File: src/rtl/down_counter_cascade_pkg.sv
// Shared definitions for the cascaded 74xx-style counters: slice width and
// the load/count/hold priority encoding.
package down_counter_cascade_pkg;

  localparam int SLICE_W = 4;

  typedef enum logic [1:0] {
    OP_HOLD  = 2'd0,
    OP_COUNT = 2'd1,
    OP_LOAD  = 2'd2
  } cnt_op_e;

  // Load beats counting; counting needs both parallel and trickle enables.
  function automatic cnt_op_e decode_op(input logic load_n, input logic enp, input logic ent);
    cnt_op_e op;
    if (!load_n) begin
      op = OP_LOAD;
    end else if (enp && ent) begin
      op = OP_COUNT;
    end else begin
      op = OP_HOLD;
    end
    return op;
  endfunction

endpackage

File: src/rtl/down_slice_4.sv
// One 4-bit presettable down-counter slice; decrements only when enabled and
// every lower slice is at zero (borrow lookahead).
module down_slice_4
  import down_counter_cascade_pkg::*;
(
  input  logic               clk,
  input  logic               rst,
  input  logic               load,
  input  logic               en,
  input  logic               borrow_in,
  input  logic [SLICE_W-1:0] P,
  output logic [SLICE_W-1:0] Q,
  output logic               zero
);

  // Slice count register: load has priority over a borrowed decrement.
  always_ff @(posedge clk or posedge rst) begin
    if (rst) begin
      Q <= 4'h0;
    end else if (load) begin
      Q <= P;
    end else if (en && borrow_in) begin
      Q <= Q - 4'h1;
    end else begin
      Q <= Q;
    end
  end

  assign zero = (Q == 4'h0);

endmodule

File: src/rtl/down_counter_cascade.sv
// Presettable W-bit down counter built from SLICES cascaded 4-bit slices.
// Define DOWN_COUNTER_AUTORELOAD_EN to reload P on a decrement from zero.
module down_counter_cascade
  import down_counter_cascade_pkg::*;
#(
  parameter int SLICES = 2
) (
  input  logic                  clk,
  input  logic                  rst,
  input  logic                  load_n,
  input  logic                  enp,
  input  logic                  ent,
  input  logic [SLICES*4-1:0]   P,
  output logic [SLICES*4-1:0]   Q,
  output logic                  bo
);

  localparam int W = SLICES * SLICE_W;

  cnt_op_e           op_s;
  logic [SLICES:0]   borrow_s;
  logic [SLICES-1:0] zero_s;
  logic              all_zero_s;
  logic              reload_s;
  logic              slice_load_s;
  logic              slice_en_s;
  logic              q_is_one_s;

  assign op_s        = decode_op(load_n, enp, ent);
  assign borrow_s[0] = 1'b1;
  assign all_zero_s  = borrow_s[SLICES];
  assign q_is_one_s  = (Q == W'(1));

`ifdef DOWN_COUNTER_AUTORELOAD_EN
  assign reload_s = (op_s == OP_COUNT) && all_zero_s;
`else
  assign reload_s = 1'b0;
`endif

  assign slice_load_s = (op_s == OP_LOAD) || reload_s;
  assign slice_en_s   = (op_s == OP_COUNT) && !reload_s;

  for (genvar i = 0; i < SLICES; i++) begin : g_slice
    down_slice_4 u_slice (
      .clk       (clk),
      .rst       (rst),
      .load      (slice_load_s),
      .en        (slice_en_s),
      .borrow_in (borrow_s[i]),
      .P         (P[i*SLICE_W +: SLICE_W]),
      .Q         (Q[i*SLICE_W +: SLICE_W]),
      .zero      (zero_s[i])
    );
    assign borrow_s[i+1] = borrow_s[i] && zero_s[i];
  end

  // Borrow-out flag: set only by counting 1 -> 0, never by loading zero.
  always_ff @(posedge clk or posedge rst) begin
    if (rst) begin
      bo <= 1'b0;
    end else begin
      case (op_s)
        OP_LOAD:  bo <= 1'b0;
        OP_COUNT: bo <= q_is_one_s;
        OP_HOLD:  bo <= bo;
        default:  bo <= 1'b0;
      endcase
    end
  end

endmodule

File: config.mk
export PLATFORM = sky130hd
export DESIGN_NAME = down_counter_cascade
export DESIGN_NICKNAME = d
export VERILOG_FILES = /design/src/rtl/down_counter_cascade_pkg.sv /design/src/rtl/down_slice_4.sv /design/src/rtl/down_counter_cascade.sv
export SDC_FILE = /design/constraint.sdc
export NUM_CORES = 1
export LEC_CHECK = 0
export CAP_MARGIN = 20
export CELL_PAD_IN_SITES_DETAIL_PLACEMENT = 1
export CELL_PAD_IN_SITES_GLOBAL_PLACEMENT = 1
export CORE_MARGIN = 2
export CORE_UTILIZATION = 33
export DETAILED_ROUTE_END_ITERATION = 16
export GPL_TIMING_DRIVEN = 0
export PLACE_DENSITY = 0.81
export SYNTH_ARGS = -nofsm -noshare
export SYNTH_HDL_FRONTEND = slang
export SYNTH_SLANG_ARGS = --single-unit
File: constraint.sdc
create_clock -name clk -period 2.36 [get_ports clk]
set_input_delay 0.472 -clock clk [delete_from_list [all_inputs] [get_ports clk]]
set_output_delay 0.472 -clock clk [all_outputs]
set_load 0.01 [all_outputs]
* After elaboration in Yosys (flattened, before gate mapping)
Index checks and enable logic that the tools add are counted.
** Storage, ports and cells
- Register bits :: 9
- Bits in latches :: 0
- Memory bits (writable) :: 0
- ROM bits :: 0
- Output and inout bits :: 9
- Memories :: 0
** Operators by class
- Add/subtract/negate cells :: 2
- Multiply operators :: 0
- Divide/modulo/power cells :: 0
- $lt $le $gt $ge :: 0
- Equality and inequality tests :: 3
- Shifts and indexed selects :: 0
- Multiplexer cells :: 7
- Bitwise logic cells :: 0
- Reduce and logical (&&, ||, !) cells :: 6
** Operators with widths (number)
- 2-to-1 mux 4 bit :: 4
- equality test 8 x 1 -> 1 bit, second input constant :: 1
- subtractor 4 x 1 -> 4 bit, second input constant :: 2
- zero test 4 bit :: 1
- nonzero test 2 bit :: 2
- equality test 2 x 1 -> 1 bit, second input constant :: 1
- equality test 2 bit, second input constant :: 1
- logical AND 1 bit :: 2
- zero test 2 bit :: 1
- 2-to-1 mux 2 bit :: 1
- case mux 1 bit (2 select lines) :: 1
- 2-to-1 mux 1 bit :: 1

* Depth between registers and ports, before layout
Gate-level depths: netlist of the first run.
- Depth after elaboration :: 7
- Depth in mapped cells :: 5
- Depth with buffers taken out :: 5

* Cells and area by module
From an unflattened synthesis of the first run, not the netlist that was laid out.
** Unflattened totals
- Cells, all modules :: 58
- Area total of the unflattened synthesis :: 578.1 um^2
** By module, submodules not included
- down_slice_4 :: times used 2, cells each 24, area an instance 244.0 um^2
- down_counter_cascade :: times used 1, cells each 10, area an instance 90.1 um^2

* Least setup slack after synthesis of the first run
OpenSTA, ideal clock, no wires.
- Path type :: register to register
- From :: reg g_slice[0].u_slice.Q[0]
- To :: reg g_slice[1].u_slice.Q[3]
- Setup time :: 0.124 ns
- Data arrival time :: 1.390 ns
- Required time :: 2.236 ns
- Setup slack :: 0.846 ns
- Stages on the path, launching flop included :: 6
- Path buffers :: 0
- Cell sequence :: dfrtp_1 -> inv_1 -> ha_1 -> nor4b_1 -> a21oi_1 -> a211o_1
** On the way
- Word-level cells in the longest chain between the ends :: 3
** RTL lines
- start: declaration :: line down_slice_4.sv:12 : output logic [SLICE_W-1:0] Q,
- start signal: assignment :: line down_slice_4.sv:23 : Q <= Q - 4'h1;
- zero test 4 bit :: line down_slice_4.sv:29 : assign zero = (Q == 4'h0);
- logical AND 1 bit :: line down_slice_4.sv:22 : end else if (en && borrow_in) begin
- nonzero test 2 bit (no source line)
- end signal: assignment :: line down_slice_4.sv:23
- end: declaration :: line down_slice_4.sv:12
Every way passes these cells.
A chain may end at the register's enable or synchronous reset.

* Worst setup path after layout of the first run
- From :: reg g_slice[0].u_slice.Q[2]
- To :: out Q[2]
** RTL lines
- end: declaration :: line down_counter_cascade.sv:14 : output logic [SLICES*4-1:0] Q,
No word-level cell between the ends.

==> results.json, run 1 <==
{
  "drt_wl_total_um": 1343,
  "synth_area_leader_cell": "dfrtp_1",
  "port_buffers": 21,
  "path_delay_family": "buffers and inverters",
  "tritoncts": "done",
  "setup-tns-final_ns": 0,
  "crit_path_top_delay_cell": "clkdlybuf4s50_1",
  "clockBufferDepth": 2,
  "maxCapViolCount": 0,
  "die_w_um": 45.72,
  "holdWs_ns": 0.4756,
  "synth_area_leaders": "dfrtp_1, ha_1, a21oi_1",
  "status": "finished clean",
  "synth_top_area_share_pct": 39.22,
  "final_cells": 102,
  "regToRegSetupSlack_ns": 0.66,
  "hpwl_um": 1063,
  "h-tree-depth": 1,
  "rsz0062_at_grt": "no",
  "place.gp.congestion": 0.7464,
  "place_area_um2": 805.8,
  "grt_max_degree": 11,
  "r2r-end": "g_slice[1].u_slice.Q[3]",
  "ys.flop_type": "dfrtp_1",
  "p_seq_share_pct": 42.8,
  "design_area_um2": 832.0,
  "detail-route-antenna-nets": 0,
  "p_sw_share_pct": 28.78,
  "p_per_area_nw_per_um2": 517.7,
  "synth-async-reset-ratio_pct": 100.0,
  "first_pass_iters": 3,
  "yosys_register_bits": 9,
  "die_h_um": 45.72,
  "start_util_pct": 34.00,
  "p_int_w": 0.0003068,
  "r2r-start": "g_slice[0].u_slice.Q[1]",
  "gr-total-overflow": 0,
  "setup_ws_ns": 0.6414,
  "drv_slew": 0,
  "p_leak_nw": 0.3626,
  "ctsResizeCount": 0,
  "num_vias": 538,
  "diodes": 0,
  "cts_setup_buffers": 0,
  "yosys_warnings": 0,
  "power_frac_clock_pct": 27.9,
  "synth.distinct_cells": 25,
  "skew_ns": 0.007258,
  "cp_data_arrival_time_ns": 1.25,
  "antenna_found_initial": 0,
  "wl_per_cell_um": 13.17,
  "io_pins": 22,
  "hold_class": "in -> async",
  "post-route-period-util_pct": 72.82,
  "drt_iter0_markers": 3,
  "synthesis.nets": 78,
  "drive_gt1_share_pct": 8.235,
  "grt_pass1_wl_um": 2256,
  "clockRootBuffer": "clkbuf_4",
  "vdd.ir_drop.worst_mv": 0.3123,
  "core_um2": 1689,
  "synth_most_common_cell": "dfrtp_1",
  "finalCriticalPeriod_ns": 1.719,
  "setup-violations-final": 0,
  "cts_sinks": 9,
  "ys_top_cells_by_count": "dfrtp_1, inv_1, a21oi_1, ha_1",
  "clock.fmax_mhz": 581.9,
  "via_per_inst": 5.275,
  "crit_chain": "clkdlybuf4s50_1",
  "syn_inst": 60,
  "cp-start-kind": "register",
  "cts_buffers": 3,
  "hold_violations": 0,
  "remaining_drc_errors": 0,
  "place_ws_ns": 0.5163,
  "worstMarginPinSlew_ns": 0.3642,
  "worst_path_largest_cell_delay_ns": 0.57,
  "dieArea_um2": 2090,
  "cp_num_buf_inv": 1,
  "hold_buffers": 0,
  "reg2reg_depth": 5,
  "synth-seq-area-share_pct": 39.22,
  "synth_edf_count": 0,
  "rows": 15,
  "avgSynthCellArea_um2": 9.572,
  "clk_pin_slew_ns": 0.06,
  "clkLatencyLatePin_ns": 0.26,
  "p_switching_w": 0.0001240,
  "cp.required_ns": 1.89,
  "post_synth_instance_area_um2": 574.3,
  "crit_path_end_kind": "output port",
  "pwr-share-comb_pct": 29.3,
  "relSlewSlack_pct": 75.38,
  "area_delta_synth_final_pct": 44.88,
  "grt_pass1_vias": 537,
  "grtUsageTotal_pct": 15.54,
  "layout.nets": 104,
  "post-place-cells": 98,
  "cp_max_fo": 6,
  "criticalPathCategory": "reg -> out",
  "crit_cells": 1
}
==> placed cells by master, fill, tap and decap left out, types with 3 or more instances in the layout <==
cell              n
a21oi_1           5
nor2_1            4
nand3_1           3
inv_1             6
clkbuf_4          3
dfrtp_1           9
clkdlybuf4s50_1  21
nand2_1           4
ha_1              5
==> layer usage <==
layer | GRT usage (%) | routed length (µm) | vias to the layer above | part of all wire [%]
met1 | 17.96 | 576 | 260 | 43
met3 | 5.952 | 75 | 0 | 5.6
met2 | 26.20 | 692 | 14 | 52
li1 | - | - | 264 | -
met5 | 0 | 0 | - | 0
met4 | 5.143 | 0 | 0 | 0
==> how the worst max path moves through the flow <==
stage | from | endpoint | slack (ns)
floorplan | g_slice[0].u_slice.Q[0] | g_slice[1].u_slice.Q[3] | 0.85
global placement | enp | bo | 0.53
detailed placement | load_n | g_slice[0].u_slice.Q[3] | 0.52
CTS | g_slice[0].u_slice.Q[2] | Q[2] | 0.62
global route | g_slice[0].u_slice.Q[1] | g_slice[1].u_slice.Q[3] | 0.45
finish | g_slice[0].u_slice.Q[2] | Q[2] | 0.64
==> logic make-up after synthesis <==
kind of cell | after synthesis | synth area share (%)
xor gates and xnor gates | 2 | 3.051
buffers and inverters | 7 | 5.229
DFF | 9 | 39.22
and+or+nand+nor | 22 | 23.96
AOI/OAI and AO/OA | 13 | 13.94
muxes | 2 | 3.704
adders and majority gates | 5 | 10.89
==> state kept, by name (all words and copies together) (netlist names) <==
name,cells
bo,1
g_slice.u_slice.Q,8
==> worst reg2reg max path, cell delays in order (launching register included) <==
cell,delay [ns]
dfrtp_1,0.40
inv_1,0.13
ha_1,0.28
nor4b_1,0.35
a21oi_1,0.14
a211o_1,0.28
==> through the flow <==
stage                     total power [W]  utilization, %
after CTS                       0.0004390           49.26
after detailed placement        0.0003154           47.70
after global placement          0.0003118           47.70
final                           0.0004307           49.26
after global routing            0.0004639           49.26
after floorplan                 0.0002479               -
==> power groups by stage <==
stage | combinational [W] | sequential, W | clock (W)
3_5_place_dp | 0.000128 | 0.000188 | 0
4_1_cts | 0.000129 | 0.000185 | 0.000125
3_3_place_gp | 0.000125 | 0.000187 | 0
2_1_floorplan | 0.0000564 | 0.000192 | 0
5_1_grt | 0.000143 | 0.000188 | 0.000133
6_report | 0.000126 | 0.000184 | 0.000120
==> area by class of cell <==
class / count / area [µm²]
Tap cell: 17 / 21.27
Multi-Input combinational cell: 44 / 319.1
Timing Repair Buffer: 21 / 210.2
Sequential cell: 9 / 225.2
Fill cell: 199 / 857.1
Clock buffer: 4 / 26.28
Buffer: 1 / 7.507
Inverter: 6 / 22.52
(Power assumes the default switching activity.)
==> run 2, diff against run 1 <==
--- a/config.mk
+++ b/config.mk
@@ -9,10 +9,10 @@
 export CELL_PAD_IN_SITES_DETAIL_PLACEMENT = 1
 export CELL_PAD_IN_SITES_GLOBAL_PLACEMENT = 1
 export CORE_MARGIN = 2
-export CORE_UTILIZATION = 33
+export CORE_UTILIZATION = 27
 export DETAILED_ROUTE_END_ITERATION = 16
 export GPL_TIMING_DRIVEN = 0
-export PLACE_DENSITY = 0.81
+export PLACE_DENSITY = 0.71
 export SYNTH_ARGS = -nofsm -noshare
 export SYNTH_HDL_FRONTEND = slang
 export SYNTH_SLANG_ARGS = --single-unit
==> constraint.sdc (replaced) <==
create_clock -name clk -period 1.5 [get_ports clk]
set_input_delay 0.3 -clock clk [delete_from_list [all_inputs] [get_ports clk]]
set_output_delay 0.3 -clock clk [all_outputs]
set_load 0.01 [all_outputs]
==> results.json, run 2 (synthesis gave the netlist of run 1 again) <==
{
  "post-route-util_pct": 46.91,
  "cp_num_buf_inv": 1,
  "remaining_drc_errors": 0,
  "io_pins": 22,
  "h-tree-depth": 1,
  "grt_pass1_wl_um": 2587,
  "drv_slew": 0,
  "hold_buffers": 0,
  "clock.fmax_mhz": 684.5,
  "crit_start": "g_slice[0].u_slice.Q[2]",
  "first_pass_iters": 4,
  "clockRootBuffer": "clkbuf_4",
  "p_per_area_nw_per_um2": 777.6,
  "vdd.ir_drop.worst_mv": 0.4827,
  "largestRegisters": "g_slice.u_slice.Q x8, bo x1",
  "relSlewSlack_pct": 74.30,
  "grt_pass1_vias": 544,
  "layout_common_cells": "clkdlybuf4s50_1, dfrtp_1",
  "hold_violations": 0,
  "crit_path_end_kind": "output port",
  "area_delta_synth_final_pct": 61.87,
  "p_leak_nw": 0.4147,
  "crit_chain": "clkdlybuf4s50_1",
  "die_h_um": 50.12,
  "maxCapViolCount": 0,
  "place.gp.congestion": 0.7450,
  "grtUsageTotal_pct": 14.10,
  "status": "finished clean",
  "hpwl_um": 1190,
  "via_per_inst": 4.948,
  "clkLatencyLatePin_ns": 0.26,
  "layout_commonest_cell": "clkdlybuf4s50_1",
  "gr-total-overflow": 0,
  "dieArea_um2": 2512,
  "clk_pin_slew_ns": 0.06,
  "worstMarginPinSlew_ns": 0.3851,
  "antenna_found_initial": 0,
  "setup-tns-final_ns": 0,
  "cts_sinks": 9,
  "drt_wl_total_um": 1612,
  "post-route-period-util_pct": 97.40,
  "setup-violations-final": 0,
  "cp-start-kind": "register",
  "cp_max_fo": 2,
  "tritoncts": "done",
  "drt_iter0_markers": 11,
  "crit_path_top_delay_cell": "clkdlybuf4s50_1",
  "wl_per_cell_um": 14.02,
  "fill_cells": 221,
  "detail-route-antenna-nets": 0,
  "die_w_um": 50.12,
  "top_register": "g_slice.u_slice.Q",
  "largest_register_ffs": 8,
  "seq_area_um2": 226.5,
  "cts_buffers": 3,
  "core_um2": 1982,
  "worst_path_largest_cell_delay_ns": 0.54,
  "path_delay_family": "buffers and inverters",
  "r2r-start": "g_slice[0].u_slice.Q[2]",
  "finalCriticalPeriod_ns": 1.461,
  "cp_data_arrival_time_ns": 1.16,
  "multiInputGateArea_um2": 377.9,
  "rows": 16,
  "cp.required_ns": 1.20,
  "criticalPathCategory": "reg -> out",
  "drive_gt1_share_pct": 22.73,
  "start_util_pct": 28.98,
  "clockBufferDepth": 2,
  "rsz0062_at_grt": "yes",
  "skew_ns": 0.001569,
  "port_buffers": 21,
  "grt_max_degree": 11,
  "diodes": 0,
  "hold_class": "in -> async",
  "regToRegSetupSlack_ns": 0.05,
  "num_vias": 569,
  "layout.nets": 107
}
-- run 2: cell types whose count changed in the layout (fill, tap and decap cells not counted), sizes merged --
cell,delta
clkdlybuf4s50,-7
buf,+3
dlymetal6s2s,+3
dlygate4sd2,+4
-- run 2: report_power, final --
group / leakage [nW] / internal (W) / total (W) / switching [W]
Clock: 0.0150 / 0.000103 / 0.000194 / 0.0000908
Sequential: 0.105 / 0.000267 / 0.000291 / 0.0000242
Combinational: 0.295 / 0.000130 / 0.000238 / 0.000108
Total: 0.415 / 0.000500 / 0.000723 / 0.000223
-- run 2: area by class of cell --
cell class | count | area share [%]
Multi-Input combinational cell | 44 | 40.65
Timing Repair Buffer | 24 | 25.30
Sequential cell | 9 | 24.36
Tap cell | 27 | 3.634
Clock buffer | 4 | 2.826
Inverter | 6 | 2.423
Buffer | 1 | 0.8075
-- run 2: path summary, 6_finish.rpt --
path | cells after the start | end
hold / removal | 2 | g_slice[1].u_slice.Q[2]
min in group clk | 2 | bo
setup reg to reg | 4 | g_slice[0].u_slice.Q[3]
setup / recovery | 1 | Q[2]
hold reg to reg | 2 | bo
max in group asynchronous | 2 | g_slice[1].u_slice.Q[0]
-- run 2: what timing repair did --
action                     CTS  global route
setup endpoints to repair    8             5
pin swaps                    0             3
resized for setup            6            13
buffers inserted             3             0
-- run 2: routing by layer --
metal | share of wire (%) | GRT usage (%)
met1 | 44 | 19.14
met2 | 48 | 20.18
met3 | 6.4 | 5.758
met4 | 1.6 | 4.167
met5 | 0 | 0
-- run 2: metrics by stage --
step | worst slack (ns) | cells | hold WS [ns] | power (W) | cell area [µm²]
after CTS | -0.0003029 | 115 | 0.3232 | 0.0007148 | 880.8
after global placement | -0.1495 | 108 | 0.5134 | 0.0004947 | 824.5
after detailed placement | -0.1784 | 108 | 0.5166 | 0.0005039 | 824.5
final | 0.03902 | 115 | 0.3095 | 0.0007229 | 929.6
after floorplan | 0.05662 | 60 | 0.1279 | 0.0003919 | 580.6
after global routing | -0.03602 | 115 | 0.3355 | 0.0007708 | 929.6
==> run 3, diff against run 2 <==
--- a/config.mk
+++ b/config.mk
@@ -9,10 +9,11 @@
 export CELL_PAD_IN_SITES_DETAIL_PLACEMENT = 1
 export CELL_PAD_IN_SITES_GLOBAL_PLACEMENT = 1
 export CORE_MARGIN = 2
-export CORE_UTILIZATION = 27
+export CORE_UTILIZATION = 28
 export DETAILED_ROUTE_END_ITERATION = 16
 export GPL_TIMING_DRIVEN = 0
-export PLACE_DENSITY = 0.71
+export PLACE_DENSITY = 0.73
 export SYNTH_ARGS = -nofsm -noshare
 export SYNTH_HDL_FRONTEND = slang
+export SYNTH_HIERARCHICAL = 1
 export SYNTH_SLANG_ARGS = --single-unit
==> results.json, run 3 <==
{
  "place_area_um2": 823.3,
  "clk_pin_slew_ns": 0.07,
  "design_area_um2": 982.2,
  "die_w_um": 49.14,
  "hpwl_um": 1092,
  "post-route-util_pct": 50.58,
  "cp_max_fo": 4,
  "drt_wl_total_um": 1649,
  "hold_violations": 0,
  "drt_iter0_markers": 0,
  "regToRegSetupSlack_ns": -0.05,
  "largest_register_ffs": 8,
  "clockRootBuffer": "clkbuf_4",
  "r2r-start": "g_slice[0].u_slice/Q[1]",
  "wl_per_cell_um": 13.52,
  "remaining_drc_errors": 0,
  "grt_max_degree": 12,
  "diodes": 0,
  "grt_pass1_vias": 606,
  "crit_path_top_delay_cell": "dfrtp_1",
  "cp_data_arrival_time_ns": 1.70,
  "rsz0062_at_grt": "yes",
  "io_pins": 22,
  "holdWs_ns": 0.2305,
  "yosys_warnings": 6,
  "layout.nets": 111,
  "maxCapViolCount": 0,
  "clock.fmax_mhz": 644.4,
  "p_per_area_nw_per_um2": 773.2,
  "path_delay_family": "compound AO/OA/AOI/OAI gates",
  "grt_pass1_wl_um": 2746,
  "drive_gt1_share_pct": 36.84,
  "cts_sinks": 9,
  "core_um2": 1942,
  "post-route-period-util_pct": 103.5,
  "vdd.ir_drop.worst_mv": 0.4355,
  "violations": "negative setup slack",
  "avgSynthCellArea_um2": 10.01,
  "syn_inst": 57,
  "top_register": "g_slice.u_slice/Q",
  "cp.required_ns": 1.64,
  "gr-total-overflow": 0,
  "dieArea_um2": 2415,
  "cp-start-kind": "register",
  "hold_class": "in -> async",
  "p_leak_nw": 0.4608,
  "skew_ns": 0.006300,
  "crit_chain": "inv_2, ha_4, nor3b_4, nand2_2, a22o_1, a211o_1",
  "detail-route-antenna-nets": 0,
  "criticalPathCategory": "reg -> reg",
  "rows": 16,
  "crit_path_end_kind": "register",
  "antenna_found_initial": 0,
  "grtUsageTotal_pct": 14.83,
  "post-place-cells": 106,
  "clkLatencyLatePin_ns": 0.26,
  "fill_cells": 230,
  "area_delta_synth_final_pct": 72.15,
  "r2r-end": "g_slice[1].u_slice/Q[3]",
  "start_util_pct": 29.38,
  "largestRegisters": "g_slice.u_slice/Q x8, bo x1",
  "h-tree-depth": 1,
  "hold_buffers": 0,
  "place.gp.congestion": 0.7216,
  "first_pass_iters": 1,
  "drv_slew": 0,
  "via_per_inst": 4.516,
  "setup_ws_ns": -0.05182,
  "place_ws_ns": -0.3341,
  "finalCriticalPeriod_ns": 1.552,
  "die_h_um": 49.14,
  "final_cells": 122,
  "port_buffers": 21,
  "cp_num_buf_inv": 1,
  "post_synth_instance_area_um2": 570.5,
  "setup-violations-final": 2,
  "clockBufferDepth": 2,
  "reg2reg_depth": 6,
  "status": "finished, violations left",
  "cts_buffers": 3,
  "layout_commonest_cell": "clkdlybuf4s50_1",
  "num_vias": 551,
  "worst_path_largest_cell_delay_ns": 0.42,
  "tritoncts": "done",
  "layout_common_cells": "clkdlybuf4s50_1, buf_4, dfrtp_1, nand2_1, inv_1"
}
-- run 3: final cells by class --
class | instances | area, µm² | area share (%)
inverters | 8 | 33.78 | 3.439
flip-flops and latches | 9 | 227.7 | 23.18
multi-input cells | 41 | 360.3 | 36.69
well taps | 27 | 33.78 | 3.439
clock buffers | 4 | 26.28 | 2.675
repair buffers | 33 | 300.3 | 30.57
-- run 3: power breakdown --
part | switching (W) | internal [W]
Combinational | 0.000117 | 0.000158
Clock | 0.0000927 | 0.000103
Sequential | 0.0000208 | 0.000269
Total | 0.000230 | 0.000529
-- run 3: metal layers --
metal	vias to the layer above	GRT usage [%]	routed length, µm
met2	15	26.13	873
met5	-	0	0
met4	0	7.143	5
li1	273	-	-
met3	2	3.067	83
met1	261	16.86	686
-- run 3: how the worst max path moves through the flow --
stage	start	end	depth (start not counted)	slack, ns
finish	g_slice[0].u_slice/Q[1]	g_slice[1].u_slice/Q[3]	6	-0.05
floorplan	g_slice[0].u_slice/Q[0]	g_slice[1].u_slice/Q[3]	6	0.01
global route	g_slice[0].u_slice/Q[1]	g_slice[1].u_slice/Q[3]	6	-0.14
global placement	load_n	g_slice[1].u_slice/Q[3]	5	-0.31
CTS	g_slice[0].u_slice/Q[1]	g_slice[1].u_slice/Q[3]	6	-0.07
detailed placement	load_n	g_slice[0].u_slice/Q[3]	5	-0.33
-- run 3: repair_timing --
item	in CTS	in global routing
buffers inserted	8	4
pin swaps	1	3
endpoints found under the setup margin	12	6
gates resized for setup	13	7
-- run 3: stage by stage --
step / TNS [ns] / power (W)
4_1_cts: -0.1170 / 0.0007424
3_5_place_dp: -1.158 / 0.0005070
2_1_floorplan: 0 / 0.0003993
5_1_grt: -0.3628 / 0.0008159
6_report: -0.05400 / 0.0007595
3_3_place_gp: -1.092 / 0.0004991
-- run 3: worst reg2reg max path, delay by kind of cell (launching register included) --
family | cells | cell delay, ns
DFF | 1 | 0.42
buffers and inverters | 1 | 0.10
and+or+nand+nor | 2 | 0.35
adders and majority gates | 1 | 0.13
AOI/OAI and AO/OA | 2 | 0.44
